## src/rtl/hash_uram_pkg.sv

```systemverilog
// Shared constants, FSM encoding and tracker slot layout for the URAM
// read-modify-write scheduler.
package hash_uram_pkg;
  localparam int NUM_MUL     = 4;
  localparam int INDEX_WIDTH = 12;
  localparam int DATA_WIDTH  = 64;
  localparam int RD_LATENCY  = 2;
  localparam int LANES_W     = NUM_MUL * DATA_WIDTH;

  typedef enum logic [1:0] {
    ST_INIT  = 2'd0,
    ST_RUN   = 2'd1,
    ST_DRAIN = 2'd2
  } state_e;

  typedef struct packed {
    logic                   valid;
    logic [INDEX_WIDTH-1:0] index;
    logic [NUM_MUL-1:0]     mask;
    logic [LANES_W-1:0]     delta;
  } slot_t;

  // An in-flight update blocks a request only if it touches the same row
  // and at least one of the same banks.
  function automatic logic slot_hit(input logic                   valid,
                                    input logic [INDEX_WIDTH-1:0] index,
                                    input logic [NUM_MUL-1:0]     mask,
                                    input logic [INDEX_WIDTH-1:0] chk_index,
                                    input logic [NUM_MUL-1:0]     chk_mask);
    return valid && (index == chk_index) && ((mask & chk_mask) != '0);
  endfunction
endpackage

```

## src/rtl/uram_inflight_tracker.sv

```systemverilog
// Shift register of in-flight updates: RD_LATENCY full slots feeding the XOR
// datapath plus one header-only slot covering the write-commit cycle.
module uram_inflight_tracker
  import hash_uram_pkg::*;
(
  input  logic                   clk,
  input  logic                   reset,
  input  slot_t                  push_slot_i,
  input  logic [INDEX_WIDTH-1:0] chk_index_i,
  input  logic [NUM_MUL-1:0]     chk_mask_i,
  output logic                   hazard,
  output logic                   empty,
  output slot_t                  wr_slot_o
);
  slot_t [RD_LATENCY-1:0]  slot_q;
  logic                    last_valid_q;
  logic [INDEX_WIDTH-1:0]  last_index_q;
  logic [NUM_MUL-1:0]      last_mask_q;

  always_ff @(posedge clk or posedge reset) begin
    if (reset) begin
      slot_q       <= '0;
      last_valid_q <= 1'b0;
      last_index_q <= '0;
      last_mask_q  <= '0;
    end else begin
      slot_q[0] <= push_slot_i;
      for (int i = 1; i < RD_LATENCY; i++) begin
        slot_q[i] <= slot_q[i-1];
      end
      last_valid_q <= slot_q[RD_LATENCY-1].valid;
      last_index_q <= slot_q[RD_LATENCY-1].index;
      last_mask_q  <= slot_q[RD_LATENCY-1].mask;
    end
  end

  always_comb begin
    hazard = slot_hit(last_valid_q, last_index_q, last_mask_q, chk_index_i, chk_mask_i);
    empty  = !last_valid_q;
    for (int i = 0; i < RD_LATENCY; i++) begin
      if (slot_q[i].valid) begin
        empty = 1'b0;
      end
      if (slot_hit(slot_q[i].valid, slot_q[i].index, slot_q[i].mask, chk_index_i, chk_mask_i)) begin
        hazard = 1'b1;
      end
    end
  end

  // The oldest full slot is the one whose read data arrives this cycle.
  assign wr_slot_o = slot_q[RD_LATENCY-1];
endmodule

```

## src/rtl/uram_update_scheduler.sv

```systemverilog
// XOR read-modify-write scheduler for the banked URAM hash table, with
// hazard stalling (banks have no forwarding) and full-table zero fill.
module uram_update_scheduler
  import hash_uram_pkg::*;
(
  input  logic                   clk,
  input  logic                   reset,
  input  logic                   req_valid,
  output logic                   req_ready,
  input  logic [INDEX_WIDTH-1:0] req_index,
  input  logic [NUM_MUL-1:0]     req_mask,
  input  logic [LANES_W-1:0]     req_delta,
  input  logic                   clear_req,
  output logic [INDEX_WIDTH-1:0] rd_index,
  input  logic [LANES_W-1:0]     rd_out_update,
  output logic                   write_reg_11_valid,
  output logic [INDEX_WIDTH-1:0] write_reg_11_index,
  output logic [LANES_W-1:0]     write_reg_11_xor,
  output logic [NUM_MUL-1:0]     arbiter_result,
  output logic                   init_busy,
  output logic [15:0]            stall_cnt
);
  state_e                 state_q;
  logic [INDEX_WIDTH:0]   clr_cnt_q;
  logic                   wr_valid_q;
  logic [INDEX_WIDTH-1:0] wr_index_q;
  logic [LANES_W-1:0]     wr_xor_q;
  logic [LANES_W-1:0]     wr_xor_d;
  logic [NUM_MUL-1:0]     wr_arb_q;
  logic [15:0]            stall_cnt_q;
  logic                   hazard;
  logic                   trk_empty;
  logic                   accept;
  slot_t                  push_slot;
  slot_t                  wr_slot;

  // Handshake: a request transfers on any edge where req_valid && req_ready;
  // req_ready depends only on state and the hazard compare, never on req_valid.
  assign req_ready = (state_q == ST_RUN) && !hazard;
  assign accept    = req_valid && req_ready;
  assign rd_index  = req_index;
  assign init_busy = (state_q != ST_RUN);

  always_comb begin
    push_slot       = '0;
    push_slot.valid = accept;
    push_slot.index = req_index;
    push_slot.mask  = req_mask;
    push_slot.delta = req_delta;
  end

  uram_inflight_tracker u_tracker (
    .clk         (clk),
    .reset       (reset),
    .push_slot_i (push_slot),
    .chk_index_i (req_index),
    .chk_mask_i  (req_mask),
    .hazard      (hazard),
    .empty       (trk_empty),
    .wr_slot_o   (wr_slot)
  );

  always_comb begin
    wr_xor_d = rd_out_update;
    for (int i = 0; i < NUM_MUL; i++) begin
      if (wr_slot.mask[i]) begin
        wr_xor_d[DATA_WIDTH*i +: DATA_WIDTH] = rd_out_update[DATA_WIDTH*i +: DATA_WIDTH]
                                             ^ wr_slot.delta[DATA_WIDTH*i +: DATA_WIDTH];
      end
    end
  end

  always_ff @(posedge clk or posedge reset) begin
    if (reset) begin
      state_q     <= ST_INIT;
      clr_cnt_q   <= '0;
      wr_valid_q  <= 1'b0;
      wr_index_q  <= '0;
      wr_xor_q    <= '0;
      wr_arb_q    <= '0;
      stall_cnt_q <= '0;
    end else begin
      if ((state_q == ST_RUN) && req_valid && hazard && (stall_cnt_q != 16'hFFFF)) begin
        stall_cnt_q <= stall_cnt_q + 16'd1;
      end
      case (state_q)
        ST_INIT: begin
          // The extra top counter bit buys one idle cycle after the last fill write.
          if (clr_cnt_q[INDEX_WIDTH]) begin
            state_q    <= ST_RUN;
            wr_valid_q <= 1'b0;
            wr_arb_q   <= '0;
          end else begin
            wr_valid_q <= 1'b1;
            wr_index_q <= clr_cnt_q[INDEX_WIDTH-1:0];
            wr_xor_q   <= '0;
            wr_arb_q   <= '1;
            clr_cnt_q  <= clr_cnt_q + (INDEX_WIDTH+1)'(1);
          end
        end
        default: begin
          if (wr_slot.valid && (wr_slot.mask != '0)) begin
            wr_valid_q <= 1'b1;
            wr_index_q <= wr_slot.index;
            wr_xor_q   <= wr_xor_d;
            wr_arb_q   <= wr_slot.mask;
          end else begin
            wr_valid_q <= 1'b0;
            wr_arb_q   <= '0;
          end
          if ((state_q == ST_RUN) && clear_req) begin
            state_q <= ST_DRAIN;
          end else if ((state_q == ST_DRAIN) && trk_empty) begin
            state_q   <= ST_INIT;
            clr_cnt_q <= '0;
          end
        end
      endcase
    end
  end

  assign write_reg_11_valid = wr_valid_q;
  assign write_reg_11_index = wr_index_q;
  assign write_reg_11_xor   = wr_xor_q;
  assign arbiter_result     = wr_arb_q;
  assign stall_cnt          = stall_cnt_q;
endmodule

```

## config.mk

```make
export PLATFORM = sky130hd
export DESIGN_NAME = uram_update_scheduler
export DESIGN_NICKNAME = d
export VERILOG_FILES = /design/src/rtl/hash_uram_pkg.sv /design/src/rtl/uram_inflight_tracker.sv /design/src/rtl/uram_update_scheduler.sv
export SDC_FILE = /design/constraint.sdc
export NUM_CORES = 2
export LEC_CHECK = 0
export ABC_AREA = 1
export CAP_MARGIN = 20
export CELL_PAD_IN_SITES_DETAIL_PLACEMENT = 1
export CELL_PAD_IN_SITES_GLOBAL_PLACEMENT = 1
export CORE_AREA = 2 2 323 325
export CTS_CLUSTER_SIZE = 16
export DETAILED_ROUTE_END_ITERATION = 8
export DIE_AREA = 0 0 325 327
export PLACE_DENSITY = 0.74
export SLEW_MARGIN = 20
export SYNTH_ARGS = -nofsm -noshare
export SYNTH_HDL_FRONTEND = slang
export SYNTH_SLANG_ARGS = --single-unit
```

## constraint.sdc

```tcl
create_clock -name clk -period 29.4 [get_ports clk]
set_input_delay 4.41 -clock clk [delete_from_list [all_inputs] [get_ports clk]]
set_output_delay 4.41 -clock clk [all_outputs]
set_load 0.02 [all_outputs]
```

-- Word-level counts from Yosys, hierarchy flattened
Index checks and enable logic that the tools add are counted.
- add/subtract/negate cells: 2
- reductions and logical operators: 28
- muxes and demuxes: 28
- bitwise logic cells: 7
- equality and inequality tests: 10
- operators by type and width (kind ; number):
    2-to-1 mux 256 bit ; 3
    2-to-1 mux 64 bit ; 4
    bitwise XOR 64 bit ; 4
    2-to-1 mux 13 bit ; 4
    == test 12 bit ; 3
    2-to-1 mux 12 bit ; 3
    adder 16 x 1 -> 16 bit, second input constant ; 1
    != test 16 bit, second input constant ; 1
    nonzero test 4 bit ; 4
    logical AND 1 bit ; 14
    adder 13 x 1 -> 13 bit, second input constant ; 1
    AND 4 bit ; 3
    2-to-1 mux 4 bit ; 3
    2-to-1 mux 2 bit ; 4
    2-to-1 mux 1 bit ; 7
    AND reduction 2 bit ; 3
    != test 2 x 1 -> 1 bit, second input constant ; 2
    != test 2 bit, second input constant ; 2
    nonzero test 2 bit ; 2
    AND reduction 3 bit ; 1
    nonzero test 3 bit ; 1
    == test 2 x 1 -> 1 bit, second input constant ; 1
    == test 2 bit, second input constant ; 1
    zero test 1 bit ; 2
    zero test 2 bit ; 1
- output and inout bits: 303
- register bits: 867
- word-level logic and storage cells: 94

-- Depth between registers and ports, before layout
- word-level depth: 8
- gate-level depth with buffers: 12
- mapped depth without buffers: 11

-- Modules after synthesis
A second synthesis with hierarchy kept.
- cell total of the unflattened synthesis: 2952
- area, all modules: 32939.1 um2
- by module, submodules not included (module ; cells an instance ; times used ; area each (um2)):
    uram_inflight_tracker ; 1042 ; 1 ; 16945.0
    uram_update_scheduler ; 1910 ; 1 ; 15994.1

-- Least setup slack after synthesis
OpenSTA, ideal clock, no wires.
- path type: input to output
- from: input port req_index[0]
- to: output port req_ready
- setup slack: 19655 ps
- path buffers: 1
- arrival time: 5335 ps
- cell stages on the path: 10
- cells stage by stage: inv_1 nand2_1 nand2_1 nor2_1 nand2_1 nor2_1 nand2_1 nand3_1 buf_2 nor2_1
- longest elaborated chain between the ends: 7
- elaborated cells between the ends (all ways): 13
- classes of those cells: 3 x eq/ne; 2 x mux; 8 x reduce/logical
- ends and longest elaborated chain (what ; line ; source):
    start: declaration ; uram_update_scheduler.sv:10 ; input logic [INDEX_WIDTH-1:0] req_index,
    == test 12 bit ; hash_uram_pkg.sv:30 ; return valid && (index == chk_index) && ((mask & chk_mask) != '0);
    logical AND 1 bit (2 in series) ; hash_uram_pkg.sv:30 ;
    2-to-1 mux 1 bit ; uram_inflight_tracker.sv:44 ; if (slot_hit(slot_q[i].valid, slot_q[i].index, slot_q[i].mask, chk_index_i, chk_mask_i)) begin
    2-to-1 mux 1 bit (*) ; uram_inflight_tracker.sv:44 ;
    zero test 1 bit (*) ; uram_update_scheduler.sv:39 ; assign req_ready = (state_q == ST_RUN) && !hazard;
    logical AND 1 bit (*) ; uram_update_scheduler.sv:39 ;
    end: declaration ; uram_update_scheduler.sv:9 ; output logic req_ready,
Mark *: on every way between the ends. The rest lies on a longest branch, timed or not.

-- Worst setup path after layout
- from: input port req_index[1]
- to: output port req_ready
The elaborated chain is that of the path after synthesis.

==> flow_summary.toml <==
[grt]
grt_pass1_vias = 25227
grt_use_total_pct = 19.9
antenna_found_initial = 34
grt_overflow = 0
grt_max_degree = 158
grt_pass1_wl_mm = 160

[logic_synthesis]
synth_cell_type_count = 30
ys_seq_elements = 867
synth.most_common_cell = "dfrtp_1"
yosys_warnings = 0
netlist_area_mm2 = 0.0308
avgSynthCellArea_um2 = 11.6
synth_cells = 2650
yosys-top-cells-area = "dfrtp_1 (70%), a21oi_1 (4.9%), nand3_1 (4.4%), nand2_1 (3.9%), nand3b_1 (3.6%)"
synth_area_leader_cell = "dfrtp_1"
ys.flop_type = "dfrtp_1"
synthTopCellsByCount = "dfrtp_1 (867), nand2_1 (319), a21oi_1 (302)"
seq_area_frac_synth_pct = 70.4
async_flop_share_pct = 100
synth_top_area_share_pct = 70.4
synth_edf_count = 0
synth_nets = 3184

[min_path]
min_path_cells = 0
min_from = "u_tracker.slot_q[74]"
hold_path_end = "u_tracker.wr_slot_o[74]"
holdCritPathClass = "flip-flop to flip-flop"

[timing]
layout_min_cycle_time_ns = 11.54
slew_violations = 0
hold_viol_final = 0
period_share_pct = 39.3
fmaxAchievable_mhz = 86.6
worst_pin_slew_ns = 1.11
rsz0062_at_grt = "no"
setup_viol = 0
max_slew_margin_pct = 26.1
finalSetupTns_ns = 0
finalClockSkew_ns = 0.0369

[finish]
final_nets = 3984
seqCellArea_mm2 = 0.0217
syn_to_final_growth_pct = 41.5
fillers = 11085
multi_input_area_mm2 = 0.00808
drive_gt1_share_pct = 5.28
utilization_pct = 42.3

[placed_design]
numPortBuffers = 834
dp_hpwl_mm = 76.5
gp_congestion = 0.863

[flow_run]
drv_cap = 0

[setup_path]
timing.rr.end = "write_reg_11_xor[207]"
r2r_slack_ns = 24.67
cp.required_ns = 24.99
worstSetupPathType = "input port to output pin"
r2r-start = "state_q[1]"
start_kind = "input port"
worstSetupEndpointType = "output pin"
cp.arrival_ns = 7.13
setup.worst_path.start = "req_index[1]"
rr_worst_depth = 9
cp_max_fo = 21

[floorplan]
die_h_um = 327
ios = 835
start_util_pct = 29.9
die_area_mm2 = 0.106
coreArea_mm2 = 0.103
die_w_um = 325
rows = 118

[pwr]
combPwrFrac_pct = 24.2
powerDensity_mw_per_mm2 = 78.9
ir_worst_vdd_v = 0.0000530
cell_internal_pwr_uw = 2350
seq_power_share_pct = 40.5
switching_share_pct = 31.7
leakage_uw = 0.0188
power_frac_clock_pct = 35.2
switchingPower_uw = 1090

[cts]
cts_buffers = 95
cts_sinks = 867
cts_tree = "built"
cts_resized = 0
ctsHoldBuffers = 0
clk_pin_slew_ns = 0.06
post_cts_buffers = 0
clk_latency_ns = 0.68
cts_htree_levels = 3
clock_path_buffers = 3
cts-root-buf = "clkbuf_16"

[drt]
drt-vias-per-instance = 4.71
drt_iter0_drc = 1061
drt-total-wl_mm = 107
wire_per_inst_um = 21.8
detail-route-antenna-nets = 0
drc_errors = 0
vias = 23187
first_pass_iters = 4

[run_status]
status = "finished clean"
-- routing by layer --
layer / track usage [%] / part of all wire [%]
met1: 22.4 / 38
met2: 35.3 / 52
met3: 5.77 / 6.2
met4: 8.22 / 3.7
met5: 0 / 0.11
-- metrics by stage --
| stage | worst slack (ns) | hold WS (ns) | instance area, um^2 | instances | power [uW] |
|---|---|---|---|---|---|
| after CTS | 17.82 | 0.331 | 43500 | 4906 | 3490 |
| after global routing | 17.61 | 0.332 | 43600 | 4925 | 3610 |
| after global placement | 17.88 | 0.331 | 40300 | 4733 | 2220 |
| final | 17.86 | 0.325 | 43600 | 4927 | 3440 |
| after floorplan | 0.625 | 0.331 | 30800 | 2650 | 1870 |
| after detailed placement | 17.83 | 0.336 | 40300 | 4733 | 2250 |
-- sequential cells by signal (all words and copies together), names as in the netlist --
signal                  cells
u_tracker.last_index_q     12
write_reg_11_index         12
write_reg_11_valid          1
u_tracker.last_valid_q      1
u_tracker.slot_q          273
clr_cnt_q                  13
state_q                     2
stall_cnt                  16
u_tracker.wr_slot_o       273
write_reg_11_xor          256
arbiter_result              4
u_tracker.last_mask_q       4
-- area by class of cell --
cell class	instances	area share, %
inverters	77	0.698
multi-input cells	1554	18.5
diodes	21	0.121
clock inverters	35	1.01
clock buffers	138	6.31
flip-flops and latches	867	49.8
repair buffers	855	19.5
well taps	1380	3.96
-- power by group through the flow --
stage                     Clock, uW  Sequential (uW)  Combinational (uW)
after global routing           1290             1410                 912
after floorplan                   0             1490                 384
after global placement            0             1410                 817
final                          1210             1390                 834
after CTS                      1250             1390                 847
after detailed placement          0             1410                 840
-- worst max path at each step --
stage | endpoint | cells past startpoint | slack, ns
global route | req_ready | 10 | 17.61
global placement | req_ready | 10 | 17.88
floorplan | arbiter_result[0] | 1 | 0.62
CTS | req_ready | 10 | 17.82
finish | req_ready | 10 | 17.86
detailed placement | req_ready | 10 | 17.83
-- layout by cell type, fill, tap and decap left out, types with 4 or more instances in the layout --
cell type        instances
clkdlybuf4s50_1        834
dfrtp_1                863
inv_1                   73
clkbuf_1                22
clkinv_2                16
nor3_1                   9
nand3_1                270
inv_6                    6
nand4_1                 21
nand2_1                319
nor2_1                 208
clkbuf_8                21
a21oi_1                302
xor2_1                 118
diode_2                 21
nand3b_1               147
buf_4                   20
a31oi_1                 13
xnor2_1                  8
clkbuf_16               95
dfrtp_4                  4
o21ai_0                128
bufinv_16                6
-- logic make-up (layout without fill, tap and decap cells) --
group | after synthesis | count (layout) | synth area share [%]
flip-flops | 867 | 867 | 70.4
other | 0 | 21 | 0
AND/OR/NAND/NOR | 982 | 982 | 15.2
adder cells (fa/ha/maj) | 2 | 2 | 0.0812
XOR/XNOR | 126 | 126 | 3.58
AO/OA/AOI/OAI | 444 | 444 | 7.27
buffers and inverters | 229 | 1105 | 3.40
-- worst max-delay path, cell delays in order --
cell and delay [ns]:
clkdlybuf4s50_1 0.61, inv_1 0.11, o21ai_0 0.17, nor2_1 0.06, nand2_1 0.09, nor2_1 0.06
nand2_1 0.05, nand3_1 0.62, nor2_1 0.31, clkdlybuf4s50_1 0.65
(Power assumes the default switching activity.)
